### src/rtl/field_varint_seq_if.sv
// Request / encoded-byte stream bundle for field_varint_seq.
// master: the request producer and byte consumer side.
// slave : the encoder block itself.
interface field_varint_seq_if;
  logic        in_valid;
  logic        in_ready;
  logic [63:0] in_value;
  logic [4:0]  in_field_type;
  logic [28:0] in_field_num;
  logic        out_valid;
  logic        out_ready;
  logic [7:0]  out_byte;
  logic        out_last;
  logic        busy;
  logic        err;

  modport master (
    output in_valid, in_value, in_field_type, in_field_num, out_ready,
    input  in_ready, out_valid, out_byte, out_last, busy, err
  );

  modport slave (
    input  in_valid, in_value, in_field_type, in_field_num, out_ready,
    output in_ready, out_valid, out_byte, out_last, busy, err
  );
endinterface

### src/rtl/field_varint_seq.sv
// field_varint_seq: serialises one protobuf varint field per request as a
// byte stream (key varint, then value varint, least-significant group first).
// Optional feature: define FIELD_VARINT_SEQ_KEY_EN to emit the key varint
// (field number, wire type 0) ahead of every value. Without it, only the
// value bytes are emitted and in_field_num is ignored.
module field_varint_seq (
  input  logic               clk,
  input  logic               rst_n,
  field_varint_seq_if.slave  bus
);

  typedef enum logic [1:0] {
    IDLE = 2'd0,
    KEY  = 2'd1,
    VAL  = 2'd2
  } state_t;

  state_t      state_q, state_d;
  logic [63:0] val_q;
  logic        err_q;

  logic        accept;
  logic        supported;
  logic        hs;
  logic        cont;
  logic [63:0] rem;
  logic [63:0] val_load;
  logic [31:0] zz32;

`ifdef FIELD_VARINT_SEQ_KEY_EN
  logic [31:0] key_q;
`endif

  assign accept = bus.in_valid && (state_q == IDLE);
  assign hs     = (state_q != IDLE) && bus.out_ready;

  // Decode which descriptor types are encoded as plain varints.
  always_comb begin
    case (bus.in_field_type)
      5'd3, 5'd4, 5'd5, 5'd8, 5'd13, 5'd14, 5'd17, 5'd18: supported = 1'b1;
      default:                                            supported = 1'b0;
    endcase
  end

  // Zigzag-map sint32/sint64; everything else is loaded verbatim.
  always_comb begin
    zz32 = {bus.in_value[30:0], 1'b0} ^ {32{bus.in_value[31]}};
    case (bus.in_field_type)
      5'd17:   val_load = {32'd0, zz32};
      5'd18:   val_load = {bus.in_value[62:0], 1'b0} ^ {64{bus.in_value[63]}};
      default: val_load = bus.in_value;
    endcase
  end

  // Select the register being emitted and form the outgoing byte.
  always_comb begin
`ifdef FIELD_VARINT_SEQ_KEY_EN
    rem = (state_q == KEY) ? {32'd0, key_q} : val_q;
`else
    rem = val_q;
`endif
    cont = |rem[63:7];
  end

  // Next-state logic: a field advances only on a handshake of its final group.
  always_comb begin
    // NOTE: every combinational output gets a default first, so no path
    // through the case leaves it unassigned and no latch is inferred.
    state_d = state_q;
    case (state_q)
      IDLE: begin
        if (accept && supported) begin
`ifdef FIELD_VARINT_SEQ_KEY_EN
          state_d = KEY;
`else
          state_d = VAL;
`endif
        end
      end
      KEY:     if (hs && !cont) state_d = VAL;
      VAL:     if (hs && !cont) state_d = IDLE;
      default: state_d = IDLE;
    endcase
  end

  // State, shift registers and error pulse.
  always_ff @(posedge clk or negedge rst_n) begin
    // NOTE: all state, including the datapath registers, is cleared on reset
    // so out_byte reads 0 and an abandoned field cannot leak afterwards.
    if (!rst_n) begin
      state_q <= IDLE;
      val_q   <= 64'd0;
      err_q   <= 1'b0;
`ifdef FIELD_VARINT_SEQ_KEY_EN
      key_q   <= 32'd0;
`endif
    end else begin
      // NOTE: non-blocking assignments so every register samples the
      // pre-edge values regardless of statement order.
      state_q <= state_d;
      err_q   <= accept && !supported;
      if (accept && supported) begin
        val_q <= val_load;
`ifdef FIELD_VARINT_SEQ_KEY_EN
        key_q <= {bus.in_field_num, 3'b000};
`endif
      end else if (hs) begin
`ifdef FIELD_VARINT_SEQ_KEY_EN
        if (state_q == KEY) key_q <= key_q >> 7;
        else                val_q <= val_q >> 7;
`else
        val_q <= val_q >> 7;
`endif
      end
    end
  end

  assign bus.in_ready  = (state_q == IDLE);
  assign bus.busy      = (state_q != IDLE);
  assign bus.out_valid = (state_q != IDLE);
  assign bus.out_byte  = (state_q == IDLE) ? 8'd0 : {cont, rem[6:0]};
  assign bus.out_last  = (state_q == VAL) && !cont;
  assign bus.err       = err_q;

endmodule

### src/flat_wrapper.sv
// flat-port wrapper written by rule: the top's interface ports become plain ports
module field_varint_seq_flat 
  (clk, rst_n, bus_in_valid, bus_in_value, bus_in_field_type, bus_in_field_num, bus_out_ready, bus_in_ready, bus_out_valid, bus_out_byte, bus_out_last, bus_busy, bus_err);
  field_varint_seq_if bus_i ();
  input  logic clk;
  input  logic rst_n;
  input wire logic [$bits(bus_i.in_valid)-1:0] bus_in_valid;
  input wire logic [$bits(bus_i.in_value)-1:0] bus_in_value;
  input wire logic [$bits(bus_i.in_field_type)-1:0] bus_in_field_type;
  input wire logic [$bits(bus_i.in_field_num)-1:0] bus_in_field_num;
  input wire logic [$bits(bus_i.out_ready)-1:0] bus_out_ready;
  output wire logic [$bits(bus_i.in_ready)-1:0] bus_in_ready;
  output wire logic [$bits(bus_i.out_valid)-1:0] bus_out_valid;
  output wire logic [$bits(bus_i.out_byte)-1:0] bus_out_byte;
  output wire logic [$bits(bus_i.out_last)-1:0] bus_out_last;
  output wire logic [$bits(bus_i.busy)-1:0] bus_busy;
  output wire logic [$bits(bus_i.err)-1:0] bus_err;
  assign bus_i.in_valid = bus_in_valid;
  assign bus_i.in_value = bus_in_value;
  assign bus_i.in_field_type = bus_in_field_type;
  assign bus_i.in_field_num = bus_in_field_num;
  assign bus_i.out_ready = bus_out_ready;
  assign bus_in_ready = bus_i.in_ready;
  assign bus_out_valid = bus_i.out_valid;
  assign bus_out_byte = bus_i.out_byte;
  assign bus_out_last = bus_i.out_last;
  assign bus_busy = bus_i.busy;
  assign bus_err = bus_i.err;
  field_varint_seq u_core (.clk(clk), .rst_n(rst_n), .bus(bus_i));
endmodule
### config.mk
export PLATFORM = sky130hd
export DESIGN_NAME = field_varint_seq_flat
export DESIGN_NICKNAME = d
export VERILOG_FILES = /design/src/rtl/field_varint_seq_if.sv /design/src/rtl/field_varint_seq.sv /design/src/flat_wrapper.sv
export SDC_FILE = /design/constraint.sdc
export NUM_CORES = 1
export LEC_CHECK = 0
export CORE_UTILIZATION = 35
export CTS_BUF_LIST = sky130_fd_sc_hd__clkbuf_8 sky130_fd_sc_hd__clkbuf_16
export DETAILED_ROUTE_END_ITERATION = 6
export DONT_BUFFER_PORTS = 1
export PLACE_DENSITY = 0.51
export SLEW_MARGIN = 20
export SYNTH_ARGS = -nofsm -noshare
export SYNTH_HDL_FRONTEND = slang
export SYNTH_SLANG_ARGS = --single-unit
### constraint.sdc
create_clock -name clk -period 2 [get_ports clk]
set_input_delay 0.3 -clock clk [delete_from_list [all_inputs] [get_ports clk]]
set_output_delay 0.3 -clock clk [all_outputs]
set_load 0.01 [all_outputs]
; Word-level counts from Yosys, hierarchy flattened
; Memories as Yosys holds them, arrays and structs flattened.
; Index checks and enable logic that the tools add are counted.
[classes]
add_sub_neg = 0
mul = 0
div_mod_pow = 0
magnitude_cmp = 0
eq_ne = 7
shift = 0
n_mux = 8
bitwise_logic = 2
reduce_logical = 13
[op_table]
columns = cell, count
row1 = $mux W64, 2
row2 = $pmux W64 S2, 1
row3 = $xor A64 B64 Y64, 1
row4 = $reduce_or A57 Y1, 1
row5 = $xor A32 B32 Y32, 1
row6 = $eq A5 B5 Y1 const B, 2
row7 = $mux W8, 1
row8 = $logic_and A1 B1 Y1, 6
row9 = $mux W2, 3
row10 = $ne A2 B1 Y1 const B, 3
row11 = $pmux W2 S3, 1
row12 = $reduce_bool A2 Y1, 2
row13 = $reduce_and A3 Y1, 1
row14 = $eq A2 B1 Y1 const B, 1
row15 = $eq A2 B2 Y1 const B, 1
row16 = $logic_not A1 Y1, 2
row17 = $logic_not A2 Y1, 1
[totals]
regBits = 67
latch_bits = 0
ramBits = 0
mem_bits_ro = 32
inputBits = 102
out_inout_bits = 13
word_cells = 34
memories = 1
[mem_list]
columns = memory, depth, word_bits, read_ports, rd_clocked_by_memory_dff, wr, line
row1 = (name not given), 32, 1, 1, 0, 0, field_varint_seq.sv:39  ; case (bus.in_field_type)

; Logic depth before layout (Yosys ltp)
; Gate-level depths: netlist of the first run.
[logic_depth]
depth_word = 5
ltp_mapped = 8
depth_no_buf = 6

; Least setup slack after synthesis of the first run
; No wires, ideal clock.
[synth_timing]
path_kind = input-to-reg
startpoint = input bus_in_field_type[0]
endpoint = register u_core.val_q[14], in the netlist u_core.rem[14]
setup_ns = 0.079
arrival_time_ns = 1.721
required_ns = 1.921
path_slack_ns = 0.200
stages = 8
path_buffers = 2
cell_sequence = inv_1 -> ha_1 -> mux2_2 -> a32oi_1 -> and2_4 -> buf_12 -> buf_12 -> mux2i_1
[synth_between]
elab_chain_len = 3
elab_cells_between_ends = 7
cone_classes = eq/ne: 2 / mux: 2 / reduce/logical: 2 / memory: 1
[synth_rtl]
columns = item, line
row1 = from (decl), flat_wrapper.sv:9  ; input wire logic [$bits(bus_i.in_field_type)-1:0] bus_in_field_type;
row2 = $mem_v2 Z32 W1 / $eq A5 B5 Y1 (equally long branches), n/a
row3 = $logic_and A1 B1 Y1 / $pmux W64 S2 (equally long branches), "field_varint_seq.sv:102, field_varint_seq.sv:48"
row4 = $mux W64 / $reduce_bool A2 Y1 (equally long branches), n/a
row5 = to (signal assigned), field_varint_seq.sv:103  ; val_q <= val_load;
row6 = to (signal assigned), field_varint_seq.sv:112  ; val_q <= val_q >> 7;
row7 = to (decl), field_varint_seq.sv:19  ; logic [63:0] val_q;
; Parallel ways exist; a longest one is shown, timed or not.
; A chain may end at the register's enable or synchronous reset.

; Worst setup path in the final report of the first run
[layout_timing]
startpoint = register u_core.val_q[43], in the netlist u_core.rem[43]
endpoint = output bus_out_last
[layout_between]
elab_chain_len = 3
[layout_rtl]
columns = item, line
row1 = $reduce_or A57 Y1, field_varint_seq.sv:62  ; cont = |rem[63:7];
row2 = $logic_not A1 Y1, field_varint_seq.sv:122  ; assign bus.out_last = (state_q == VAL) && !cont;
row3 = $logic_and A1 B1 Y1, field_varint_seq.sv:122
row4 = to (decl), flat_wrapper.sv:15  ; output wire logic [$bits(bus_i.out_last)-1:0] bus_out_last;
; No other way between the ends.

==> results.tsv, run 1 <==
metric	value	unit
syn_area	0.004767	mm^2
max_cap_violations	0	
post_synth.cell_area_avg	10.52	um^2
holdCritPathClass	primary input to flip-flop	
die_height	118.7	um
cp_max_fo	3	
finalCritPeriodShare	1.085	
start_util	0.3600	
maximum_clock_skew_at_final_layout	0.01006	ns
drt_pre_antenna_iters	4	
timing.setup.critical_path_class	flip-flop to output port	
synth_nets	559	
io-pin-count	115	
coreArea	0.01324	mm^2
fraction_of_final_layout_cells_sized_beyond_drive_strength_1	0.1513	
layout.filler_cells	1325	
fmax	0.4608	GHz
layout.area.seq	0.001652	mm^2
rsz_0062_raised_after_global_routing	yes	
synth.distinct_cells	44	
failed_checks	negative setup slack	
multi_input_area	0.002835	mm^2
timing.final.ws_setup	-0.1700	ns
layout.cells.most_common	sky130_fd_sc_hd__mux2i_1	
place.detailed.hpwl	8706	um
drv_slew	0	
vdd.ir_drop.worst	469.0	uV
route.detailed.drc	0	
cts_tree	yes	
clock_buffer_count_from_cts	9	
synth_edf_count	0	
tns	-0.2618	ns
clkTransAtPathRegs	0.06	ns
grt_antenna_before_repair	0	
synthFlopType	sky130_fd_sc_hd__dfrtp_1	
detail_route.iter0.violations	210	
dieWidth	118.7	um
synth_largest_type_area_fraction	0.3465	
grt-ovfl-total	0	
dp_slack	-0.09315	ns
setup_viol	2	
cts_root_buf	sky130_fd_sc_hd__clkbuf_16	
synth-seq-area-share	0.3465	
crit_chain	nor4_4 > nand4_1 > nor4_2 > buf_4 > and2_4	
fraction_of_registers_with_async_set_reset	1.000	
netlist.top_cell.by_area	sky130_fd_sc_hd__dfrtp_1	
routed-via-count	3572	
syn2layout_area_growth	13.44	%
postSynthRegisterBits	66	
rows	42	
grt_pass1_wl	19950	um
most_area_consuming_cells_after_synthesis	sky130_fd_sc_hd__dfrtp_1 35%, sky130_fd_sc_hd__mux2i_1 22%, sky130_fd_sc_hd__xor2_1 7.0%, sky130_fd_sc_hd__a22oi_1 5.2%, sky130_fd_sc_hd__a221oi_1 5.0%	
power.density	1088	mW/mm^2
wl_per_cell	19.22	um
largest_net_degree_at_the_start_of_global_routing	67	
place.gp.congestion	0.7835	
nets	557	
final_core_utilization	0.4084	
min_period	2.170	ns
tightestPinTransition	0.6599	ns
cp-start-kind	flip-flop	
max-clock-path-buffers	2	
number_of_diodes	0	
h-tree-depth	3	
cp_slowest_cell	sky130_fd_sc_hd__dfrtp_1	
tritoncts_num_sinks	66	
leakage	2.726	nW
run_status	finished, violations left	
timing.hold.ws	0.1819	ns
timing.final.hold_violations	0	
max_stage_delay	0.41	ns
detail_route.wirelength	12140	um
worst_skew_pair.late_latency	0.33	ns
endpoint_kind	output port	
first_global_vias	3665	
port_buffers	0	
most-common-layout-cells	107 x sky130_fd_sc_hd__mux2i_1, 66 x sky130_fd_sc_hd__dfrtp_1, 38 x sky130_fd_sc_hd__xor2_1	
ys_warn_count	0	
grt.total_usage	0.1807	
timing.max_slew.rel_slack	0.5591	
die_area	0.01409	mm^2
cp.required	1.70	ns
post_synth_inst_count	453	
arrival	1.87	ns
number_of_nets_with_antenna_violations_after_routing	0	
avgViaCountPerCell	5.652	
[through the flow]
stage	cell area, um^2	power [mW]	cells
floorplan	4767	3.416	453
global placement	4921	3.816	608
detailed placement	4921	3.863	608
CTS	5378	5.877	630
global route	5408	6.215	632
finish	5408	5.885	632
[critical path, delay by kind of cell (launching register included)]
kind / cells / cell delay (ns)
buf+inv: 1 / 0.17
simple gates: 4 / 0.96
flops: 1 / 0.41
[per-layer routing]
metal,GRT usage,part of all wire
met5,0,0
met4,0.05222,0.0093
met3,0.03620,0.044
met2,0.2939,0.48
met1,0.2416,0.46
[flip-flops by register name, indices dropped and copies added (netlist names)]
| name | count |
|---|---|
| u_core.bus.err | 1 |
| u_core.rem | 64 |
| u_core.state_q | 1 |
[power by group]
| group | switching (mW) | total, mW | internal [mW] |
|---|---|---|---|
| registers | 0.361 | 2.10 | 1.74 |
| clock network | 0.617 | 1.83 | 1.22 |
| logic | 0.996 | 1.95 | 0.957 |
[cells by family after synthesis]
family,count (synthesis),share of synthesized area
multiplexers,108,0.2270
buffers and inverters,52,0.07375
flip-flops,66,0.3465
AO/OA/AOI/OAI,81,0.1530
adder cells (fa/ha/maj),4,0.01050
XOR/XNOR,44,0.08084
AND/OR/NAND/NOR,98,0.1084
[cell type report]
cell class,instances,area share
inverters,12,0.008329
repair buffers,27,0.05784
flip-flops and latches,66,0.3054
clock inverters,7,0.02175
multi-input cells,335,0.5243
clock buffers,9,0.04165
well taps,176,0.04072
[cell usage after synthesis (all sizes together), types with 12 or more instances]
cell    count
a221oi     30
a22oi      34
buf        28
clkbuf     12
dfrtp      66
inv        12
mux2i     107
nand2      18
nor2       18
nor3       25
nor4       14
xor2       38
[path summary, 6_finish.rpt]
path                       slack [ns]                    endpoint  cells past startpoint                           from
setup / recovery                -0.17                bus_out_last                      5     u_core.rem[43]$_DFFE_PN0P_
hold / removal                   0.18  u_core.rem[40]$_DFFE_PN0P_                      2               bus_in_value[40]
setup reg to reg                 0.34  u_core.rem[48]$_DFFE_PN0P_                      5  u_core.state_q[1]$_DFFE_PN0P_
hold reg to reg                  0.56  u_core.rem[62]$_DFFE_PN0P_                      2     u_core.rem[62]$_DFFE_PN0P_
max in group asynchronous        1.18  u_core.rem[57]$_DFFE_PN0P_                      2                          rst_n
min in group asynchronous        0.50   u_core.rem[4]$_DFFE_PN0P_                      2                          rst_n
[repair_timing]
action | 4_1_cts | 5_1_grt
hold buffers | 2 | 0
pin swaps | 6 | 3
buffers inserted | 4 | 2
hold endpoints to repair | 66 | 0
setup endpoints to repair | 2 | 2
resized for setup | 8 | 2
No activity file was read; power rests on OpenSTA's default activity.
==> inputs of run 2 (changes only) <==
--- a/config.mk
+++ b/config.mk
@@ -5,11 +5,13 @@
 export SDC_FILE = /design/constraint.sdc
 export NUM_CORES = 1
 export LEC_CHECK = 0
+export CORE_ASPECT_RATIO = 1.75
 export CORE_UTILIZATION = 35
 export CTS_BUF_LIST = sky130_fd_sc_hd__clkbuf_8 sky130_fd_sc_hd__clkbuf_16
 export DETAILED_ROUTE_END_ITERATION = 6
 export DONT_BUFFER_PORTS = 1
 export PLACE_DENSITY = 0.51
+export SETUP_SLACK_MARGIN = 0.05
 export SLEW_MARGIN = 20
 export SYNTH_ARGS = -nofsm -noshare
 export SYNTH_HDL_FRONTEND = slang
==> results.tsv, run 2 (synthesis results as in run 1) <==
metric	value	unit	change
ff2ff_setup_slack	0.34	ns	about the same
grt.total_usage	0.1901		was 0.1807
cp.required	1.70	ns	about the same
max-clock-path-buffers	2		unchanged
largest_net_degree_at_the_start_of_global_routing	67		unchanged
setup_viol	2		unchanged
rows	56		was 42
drv_slew	0		unchanged
avgViaCountPerCell	5.610		was 5.652
route.detailed.drc	0		unchanged
arrival	1.86	ns	was 1.87 ns
coreArea	0.01331	mm^2	was 0.01324 mm^2
cp_slowest_cell	sky130_fd_sc_hd__dfrtp_1		unchanged
clock_buffer_count_from_cts	9		unchanged
largest_reg_flops	64		unchanged
io-pin-count	115		unchanged
cp_max_fo	3		unchanged
die_area	0.01411	mm^2	was 0.01409 mm^2
clkTransAtPathRegs	0.06	ns	about the same
tritoncts_num_sinks	66		unchanged
min_period	2.164	ns	was 2.170 ns
final_core_utilization	0.4084		about the same
timing.final.hold_violations	0		unchanged
wl_per_cell	20.39	um	was 19.22 um
grt_antenna_before_repair	0		unchanged
timing.max_slew.rel_slack	0.5561		was 0.5591
port_buffers	0		unchanged
routed-via-count	3557		was 3572
holdCritPathClass	primary input to flip-flop		unchanged
cts_tree	yes		unchanged
detail_route.iter0.violations	146		was 210
vdd.ir_drop.worst	474.8	uV	was 469.0 uV
grt_pass1_wl	20290	um	was 19950 um
dieWidth	90.22	um	was 118.7 um
start_util	0.3581		was 0.3600
crit_chain	nor4_4 > nand4_1 > nor4_2 > buf_4 > and2_4		unchanged
timing.hold.ws	0.1751	ns	was 0.1819 ns
drt_pre_antenna_iters	6		was 4
timing.setup.critical_path_class	flip-flop to output port		unchanged
rsz_0062_raised_after_global_routing	yes		unchanged
timing.final.ws_setup	-0.1639	ns	was -0.1700 ns
worst_skew_pair.late_latency	0.34	ns	was 0.33 ns
max_cap_violations	0		unchanged
run_status	finished, violations left		unchanged
endpoint_kind	output port		unchanged
dp_slack	-0.01499	ns	was -0.09315 ns
cts_root_buf	sky130_fd_sc_hd__clkbuf_16		unchanged
cp-start-kind	flip-flop		unchanged
failed_checks	negative setup slack		unchanged
fraction_of_final_layout_cells_sized_beyond_drive_strength_1	0.1652		was 0.1513
die_height	156.4	um	was 118.7 um
total_power_after_layout	5.740	mW	was 5.885 mW
max_stage_delay	0.42	ns	was 0.41 ns
maximum_clock_skew_at_final_layout	0.007714	ns	was 0.01006 ns
h-tree-depth	3		unchanged
grt-ovfl-total	0		unchanged
nets	562		was 557
place.gp.congestion	0.8064		was 0.7835
place.detailed.hpwl	9742	um	was 8706 um
power.density	1056	mW/mm^2	was 1088 mW/mm^2
finalCritPeriodShare	1.082		was 1.085
fmax	0.4621	GHz	was 0.4608 GHz
detail_route.wirelength	12930	um	was 12140 um
tns	-0.2441	ns	was -0.2618 ns
number_of_diodes	0		unchanged
first_global_vias	3729		was 3665
number_of_nets_with_antenna_violations_after_routing	0		unchanged
tightestPinTransition	0.6643	ns	was 0.6599 ns
most-common-layout-cells	107 x sky130_fd_sc_hd__mux2i_1, 66 x sky130_fd_sc_hd__dfrtp_1, 38 x sky130_fd_sc_hd__xor2_1		unchanged
layout.cells.most_common	sky130_fd_sc_hd__mux2i_1		unchanged
leakage	2.738	nW	was 2.726 nW
syn2layout_area_growth	14.04	%	was 13.44%
[run 2: cell types whose count changed in the layout (fill, tap and decap cells not counted), sizes merged]
cell,change
bufinv,-2
inv,-2
clkbuf,+1
buf,+5
clkinv,+2
[run 2: per-layer routing]
layer,vias to the layer above,global-route usage,part of all wire
met4,0,0.1014,0.035
met1,1744,0.1833,0.35
met3,24,0.04179,0.039
met5,-,0,0
li1,1713,-,-
met2,76,0.3704,0.58
[run 2: metrics by stage]
stage	cell area, um^2	cells
2_1_floorplan	4767	453
3_3_place_gp	4976	612
3_5_place_dp	4976	612
4_1_cts	5390	631
5_1_grt	5436	634
6_report	5436	634
[run 2: final timing paths]
| check | startpoint | end | cells after the start |
|---|---|---|---|
| max in group asynchronous | rst_n | u_core.rem[5]$_DFFE_PN0P_ | 2 |
| min in group asynchronous | rst_n | u_core.rem[13]$_DFFE_PN0P_ | 2 |
| setup reg to reg | u_core.state_q[1]$_DFFE_PN0P_ | u_core.rem[18]$_DFFE_PN0P_ | 5 |
| hold / removal | bus_in_value[11] | u_core.rem[12]$_DFFE_PN0P_ | 2 |
| hold reg to reg | u_core.rem[3]$_DFFE_PN0P_ | u_core.rem[3]$_DFFE_PN0P_ | 2 |
| setup / recovery | u_core.rem[18]$_DFFE_PN0P_ | bus_out_last | 5 |
[run 2: what timing repair did]
| action | CTS | global route |
|---|---|---|
| hold buffers | 2 | 0 |
| gates resized for setup | 11 | 3 |
| cloned | 0 | 0 |
| pin swaps | 6 | 3 |
| buffers inserted | 2 | 3 |
| hold endpoints to repair | 66 | 0 |
| endpoints found under the setup margin | 2 | 2 |
[run 2: critical path: cells and delay by family, from the launching register on]
kind          cells  cell delay (ns)
buf+inv           1             0.18
simple gates      4             0.93
flops             1             0.42
[run 2: final cells by class]
cell class | instances | area (um^2)
clock buffers | 10 | 239.0
clock inverters | 5 | 55.05
fillers | 1322 | 7876
inverters | 12 | 45.04
multi-input cells | 335 | 2865
flip-flops and latches | 66 | 1652
well taps | 174 | 217.7
repair buffers | 32 | 362.8
[run 2: power by group]
part | switching (mW) | internal (mW)
Sequential | 0.387 | 1.74
Combinational | 1.02 | 1.03
Clock | 0.587 | 0.986
==> inputs of run 3 (changes only) <==
--- a/config.mk
+++ b/config.mk
@@ -5,11 +5,14 @@
 export SDC_FILE = /design/constraint.sdc
 export NUM_CORES = 1
 export LEC_CHECK = 0
+export ABC_AREA = 1
 export CORE_ASPECT_RATIO = 1.75
+export CORE_MARGIN = 2
 export CORE_UTILIZATION = 35
 export CTS_BUF_LIST = sky130_fd_sc_hd__clkbuf_8 sky130_fd_sc_hd__clkbuf_16
 export DETAILED_ROUTE_END_ITERATION = 6
 export DONT_BUFFER_PORTS = 1
+export MAX_ROUTING_LAYER = met4
 export PLACE_DENSITY = 0.51
 export SETUP_SLACK_MARGIN = 0.05
 export SLEW_MARGIN = 20
==> results.tsv, run 3 <==
metric	value	unit	change
run_status	finished, final reports clean		was finished, violations left
place.detailed.hpwl	11120	um	was 9742 um
postSynthRegisterBits	66		unchanged
synth_edf_count	0		unchanged
crit_chain	or2_2 > nor2_1 > nand2_1 > nor2_2 > nand3_2 > inv_2		was nor4_4 > nand4_1 > nor4_2 > buf_4 > and2_4
detail_route.wirelength	15740	um	was 12930 um
number_of_diodes	0		unchanged
netlist.top_cell.by_area	sky130_fd_sc_hd__dfrtp_1		unchanged
number_of_nets_with_antenna_violations_after_routing	0		unchanged
min_period	1.832	ns	was 2.164 ns
post_synth_inst_count	898		was 453
most_area_consuming_cells_after_synthesis	sky130_fd_sc_hd__dfrtp_1 30%, sky130_fd_sc_hd__nand2_1 20%, sky130_fd_sc_hd__nand3_1 12%, sky130_fd_sc_hd__xor2_1 9.8%, sky130_fd_sc_hd__nor2_1 7.5%		was sky130_fd_sc_hd__dfrtp_1 35%, sky130_fd_sc_hd__mux2i_1 22%, sky130_fd_sc_hd__xor2_1 7.0%, sky130_fd_sc_hd__a22oi_1 5.2%, sky130_fd_sc_hd__a221oi_1 5.0%
max_stage_delay	0.40	ns	was 0.42 ns
layoutNonFillerInstCount	1069		was 634
cp_slowest_cell	sky130_fd_sc_hd__dfrtp_1		unchanged
synth-seq-area-share	0.2967		was 0.3465
syn_area	0.005567	mm^2	was 0.004767 mm^2
fmax	0.5458	GHz	was 0.4621 GHz
die_height	170.8	um	was 156.4 um
clkTransAtPathRegs	0.05	ns	was 0.06 ns
leakage	3.243	nW	was 2.738 nW
syn2layout_area_growth	9.733	%	was 14.04%
grt_antenna_before_repair	0		unchanged
cts_root_buf	sky130_fd_sc_hd__clkbuf_16		unchanged
power.density	883.6	mW/mm^2	was 1056 mW/mm^2
cp.required	1.70	ns	about the same
ys_warn_count	0		unchanged
numPlacedInstances	1050		was 612
coreArea	0.01572	mm^2	was 0.01331 mm^2
setup_viol	0		was 2
ys_top_cells_by_count	303 x sky130_fd_sc_hd__nand2_1, 128 x sky130_fd_sc_hd__nand3_1, 111 x sky130_fd_sc_hd__nor2_1, 90 x sky130_fd_sc_hd__inv_1, 66 x sky130_fd_sc_hd__dfrtp_1		was 107 x sky130_fd_sc_hd__mux2i_1, 66 x sky130_fd_sc_hd__dfrtp_1, 38 x sky130_fd_sc_hd__xor2_1, 33 x sky130_fd_sc_hd__a22oi_1, 27 x sky130_fd_sc_hd__a221oi_1
cts_tree	yes		unchanged
place.gp.congestion	0.7980		was 0.8064
path_delay_family	simple AND/OR/NAND/NOR gates		unchanged
layout.filler_cells	1773		was 1322
rows	61		was 56
rsz_0062_raised_after_global_routing	no		was yes
worst_skew_pair.late_latency	0.33	ns	was 0.34 ns
tritoncts_num_sinks	66		unchanged
drv_slew	0		unchanged
start_util	0.3541		was 0.3581
synthMostInstantiatedCell	sky130_fd_sc_hd__nand2_1		was sky130_fd_sc_hd__mux2i_1
wl_per_cell	14.73	um	was 20.39 um
fraction_of_registers_with_async_set_reset	1.000		unchanged
path_buf_inv	1		unchanged
vdd.ir_drop.worst	392.0	uV	was 474.8 uV
timing.max_slew.rel_slack	0.5503		was 0.5561
io-pin-count	115		unchanged
cp-start-kind	flip-flop		unchanged
max_cap_violations	0		unchanged
tns	0	ns	was -0.2441 ns
fraction_of_final_layout_cells_sized_beyond_drive_strength_1	0.06136		was 0.1652
largest_reg_flops	64		unchanged
h-tree-depth	3		unchanged
finalCritPeriodShare	0.9160		was 1.082
clock_buffer_count_from_cts	9		unchanged
routed-via-count	5163		was 3557
endpoint_kind	output port		unchanged
detail_route.iter0.violations	206		was 146
port_buffers	0		unchanged
grt_pass1_wl	26050	um	was 20290 um
most-common-layout-cells	303 x sky130_fd_sc_hd__nand2_1, 127 x sky130_fd_sc_hd__nand3_1, 108 x sky130_fd_sc_hd__nor2_1		was 107 x sky130_fd_sc_hd__mux2i_1, 66 x sky130_fd_sc_hd__dfrtp_1, 38 x sky130_fd_sc_hd__xor2_1
nets	981		was 562
layout.cells.most_common	sky130_fd_sc_hd__nand2_1		was sky130_fd_sc_hd__mux2i_1
first_global_vias	5082		was 3729
synth_nets	1004		was 559
synth.distinct_cells	28		was 44
synth_largest_type_area_fraction	0.2967		was 0.3465
timing.setup.critical_path_class	flip-flop to output port		unchanged
post_synth.cell_area_avg	6.199	um^2	was 10.52 um^2
maximum_clock_skew_at_final_layout	0.008012	ns	was 0.007714 ns
die_area	0.01697	mm^2	was 0.01411 mm^2
max-clock-path-buffers	2		unchanged
cp_max_fo	3		unchanged
timing.final.hold_violations	0		unchanged
dieWidth	99.33	um	was 90.22 um
drt_pre_antenna_iters	4		was 6
avgViaCountPerCell	4.830		was 5.610
grt.total_usage	0.1972		was 0.1901
tightestPinTransition	0.6746	ns	was 0.6643 ns
arrival	1.53	ns	was 1.86 ns
synthFlopType	sky130_fd_sc_hd__dfrtp_1		unchanged
route.detailed.drc	0		unchanged
holdCritPathClass	primary input to flip-flop		unchanged
grt-ovfl-total	0		unchanged
largest_net_degree_at_the_start_of_global_routing	67		unchanged
-- run 3: cell types whose count changed after synthesis, moves of 14 or more --
cell	previous run	this run
sky130_fd_sc_hd__a22oi_1	33	0
sky130_fd_sc_hd__xor2_1	38	62
sky130_fd_sc_hd__a221oi_1	27	0
sky130_fd_sc_hd__a21oi_1	2	19
sky130_fd_sc_hd__nor4_1	14	0
sky130_fd_sc_hd__inv_1	12	90
sky130_fd_sc_hd__nand3_1	3	128
sky130_fd_sc_hd__nor2_1	18	111
sky130_fd_sc_hd__nor3_1	25	0
sky130_fd_sc_hd__buf_2	16	31
sky130_fd_sc_hd__nand2_1	18	303
sky130_fd_sc_hd__mux2i_1	107	0
-- run 3: kinds of logic (layout without fill, tap and decap cells) --
family          count (synthesis)  in the layout  share of synthesized area
compound gates                 54             54                    0.05282
simple gates                  553            553                     0.4111
buf+inv                       151            133                     0.1203
xor+xnor                       70             70                     0.1101
fa+ha+maj                       4              4                   0.008991
flops                          66             66                     0.2967
-- run 3: repair_timing --
action	4_1_cts	5_1_grt
hold buffers	2	0
buffers inserted	0	1
hold endpoints to repair	66	0
gates resized for setup	4	2
setup endpoints to repair	1	1
pin swaps	0	4
-- run 3: area by class of cell --
class,instances,area (um^2),area share
clock inverters,6,81.33,0.01331
flip-flops and latches,66,1652,0.2704
repair buffers,22,275.3,0.04506
multi-input cells,681,3268,0.5350
well taps,189,236.5,0.03871
inverters,95,356.6,0.05838
clock buffers,10,239.0,0.03912
-- run 3: per-layer routing --
layer,part of all wire,vias up,wire [um],track usage
met2,0.53,100,8380,0.3484
met1,0.41,2336,6394,0.2252
li1,-,2711,-,-
met4,0.018,0,283,0.06611
met3,0.043,16,683,0.03186
met5,0,-,0,-
-- run 3: stage by stage --
stage	utilization	power [mW]	hold slack (ns)	setup slack, ns	area [um^2]
floorplan	-	3.306	0.004409	0.4332	5567
global placement	0.3643	3.663	0.008865	0.1624	5728
detailed placement	0.3643	3.674	0.009153	0.1390	5728
CTS	0.3879	5.452	0.1482	0.05420	6098
global route	0.3885	5.828	0.1747	0.05872	6108
finish	0.3885	5.398	0.1596	0.1680	6108
-- run 3: report_power, final --
part | total, mW | internal [mW] | switching, mW
clock network | 1.71 | 1.12 | 0.590
logic | 1.58 | 0.664 | 0.916
registers | 2.11 | 1.75 | 0.359
total | 5.40 | 3.53 | 1.86
-- run 3: final timing paths --
path / from / to / slack, ns / depth (start not counted)
max in group asynchronous: rst_n / u_core.rem[51]$_DFFE_PN0P_ / 1.18 / 2
min: bus_out_ready / u_core.state_q[1]$_DFFE_PN0P_ / 0.16 / 3
max reg2reg: u_core.state_q[1]$_DFFE_PN0P_ / u_core.rem[61]$_DFFE_PN0P_ / 0.42 / 7
min in group asynchronous: rst_n / u_core.rem[43]$_DFFE_PN0P_ / 0.52 / 2
max: u_core.rem[17]$_DFFE_PN0P_ / bus_out_last / 0.17 / 6
min reg2reg: u_core.rem[63]$_DFFE_PN0P_ / u_core.rem[63]$_DFFE_PN0P_ / 0.51 / 2
-- run 3: worst reg2reg max path, cell delays in order (launching register included) --
cell and delay, ns:
sky130_fd_sc_hd__dfrtp_1 0.42, sky130_fd_sc_hd__nor2_1 0.36, sky130_fd_sc_hd__nand3_4 0.19, sky130_fd_sc_hd__buf_12 0.22, sky130_fd_sc_hd__nand2_1 0.10, sky130_fd_sc_hd__inv_2 0.07
sky130_fd_sc_hd__nand2_1 0.06, sky130_fd_sc_hd__nand2_1 0.05
==> RTL change (settings of run 1) <==
Encoding of `state_t`: now one-hot (3 bits for 3 states).
--- a/src/rtl/field_varint_seq.sv
+++ b/src/rtl/field_varint_seq.sv
@@ -9,10 +9,10 @@
   field_varint_seq_if.slave  bus
 );
 
-  typedef enum logic [1:0] {
-    IDLE = 2'd0,
-    KEY  = 2'd1,
-    VAL  = 2'd2
+  typedef enum logic [2:0] {
+    IDLE = 3'b001,
+    KEY  = 3'b010,
+    VAL  = 3'b100
   } state_t;
 
   state_t      state_q, state_d;
Function: no difference found for any inputs over 4 cycles, from zero or initial values and one cycle with rst_n low; so few cycles prove little.
==> RTL change against run 1 <==
- the run still ends with setup timing left
- count of clock-buffer cells in the layout stayed put
- cell area is 4.7% higher
- via count is 11% higher
- area after synthesis is 3.0% higher
- power is 3.0% higher
- critical path depth stayed put
- first-iteration DRC count is 20% higher
- sequential power is 24% higher
- critical path type unchanged
- combinational power is 5% lower
- hold slack worse by 0.035 ns
- wire length is 13% higher
- sequential cell count is 1 higher
- setup slack worse by 0.14 ns
==> RTL change: results (changes against run 1) <==
stage;metric;value;unit;change
grt;GRT met1 Usage;25.6;%;was 24.2%
detailed_routing;metal2 WL;6580;um;was 5860 um
outcome;outcome;finished, violations left;;unchanged
power;Sequential Power;2.61;mW;was 2.10 mW
timing;Worst Clk Skew;0.00900;ns;was 0.0101 ns
power;Peak VDD IR;0.000474;V;was 0.000469 V
grt;GRT met3 Usage;7.36;%;was 3.62%
synth;top cells by area, synth;dfrtp_1, mux2i_1, xor2_1;;unchanged
synth;Commonest cells post-synth;mux2i_1, dfrtp_1, a22oi_1;;was mux2i_1, dfrtp_1, xor2_1, a22oi_1, a221oi_1
detailed_routing;WL per Instance;20.2;um;was 19.2 um
grt;vias in the first global route;3995;;was 3665
power;Leak;2.92;nW;was 2.73 nW
detailed_routing;Met3 Wirelength;924;um;was 530 um
grt;routing usage on met2;32.7;%;was 29.4%
detailed_routing;Metal-1 WL;6090;um;was 5640 um
power;Internal Power;3.94;mW;was 3.91 mW
detailed_routing;routed via count;3948;;was 3572
timing;final setup violation count;2;;unchanged
detailed_routing;DRT iter0 DRCs;252;;was 210
outcome;violated checks;setup timing;;unchanged
layout;nets@finish;605;;was 557
critical_path;CP Max Fanout;2;;was 3
grt;total track usage;20.2;%;was 18.1%
placement;gpl congestion;0.785;;was 0.784
timing;Worst Max-Slew Pin Slew;0.369;ns;was 0.660 ns
grt;first-pass GRT wire length;22300;um;was 20000 um
placement;placed cell area;5260;um^2;was 4920 um^2
power;total power;6.06;mW;was 5.89 mW
grt;largest net degree at the start of global routing;68;;was 67
cts;PostCTS Resize Cnt;7;;was 8
power;combinational group power;1.86;mW;was 1.95 mW
timing;worst setup slack after layout;-0.311;ns;was -0.170 ns
synth;Cell variety after synth;42;;was 44
synth;Seq/Total Area, Yosys;34.2;%;was 34.6%
cts;post-CTS setup buffers;3;;was 4
==> RTL change: final timing paths <==
path,endpoint,slack [ns],start
max,bus_out_last,-0.31,u_core.rem[56]$_DFFE_PN0P_
min,u_core.rem[30]$_DFFE_PN0P_,0.15,bus_in_value[30]
max reg2reg,u_core.state_q[2]$_DFFE_PN0P_,0.19,u_core.rem[56]$_DFFE_PN0P_
min reg2reg,u_core.rem[59]$_DFFE_PN0P_,0.56,u_core.rem[59]$_DFFE_PN0P_
max in group asynchronous,u_core.state_q[0]$_DFFE_PN1P_,1.17,rst_n
min in group asynchronous,u_core.rem[4]$_DFFE_PN0P_,0.51,rst_n
==> RTL change: stage by stage <==
stage          setup TNS [ns]  std cells
6_report               -0.574        680
5_1_grt                -0.793        680
4_1_cts                -0.531        680
3_5_place_dp           -0.177        659
3_3_place_gp           -0.294        659
2_1_floorplan               0        499
==> RTL change: worst max-delay path, stage by stage (launching register included) <==
cell	delay, ns
dfrtp_1	0.39
nor4_2	0.32
nand4_1	0.22
nor4_2	0.37
buf_4	0.17
and3b_2	0.20
==> RTL change: cell type report <==
cell class | instances | area, um^2
timing repair buffer | 37 | 425
multi-input combinational | 370 | 2990
tap | 176 | 220
clock buffer | 9 | 225
fill | 1334 | 7790
clock inverter | 7 | 70.1
sequential | 67 | 1680
inverter | 14 | 52.6
==> RTL change: logic make-up (layout without fill, tap and decap cells) <==
family	after synthesis	count (layout)	synth area share, %
buffers and inverters	62	67	6.19
XOR/XNOR	32	32	5.71
multiplexers	100	100	20.5
adder cells (fa/ha/maj)	4	4	1.02
AO/OA/AOI/OAI	108	108	17.3
flip-flops	67	67	34.2
AND/OR/NAND/NOR	126	126	15.1
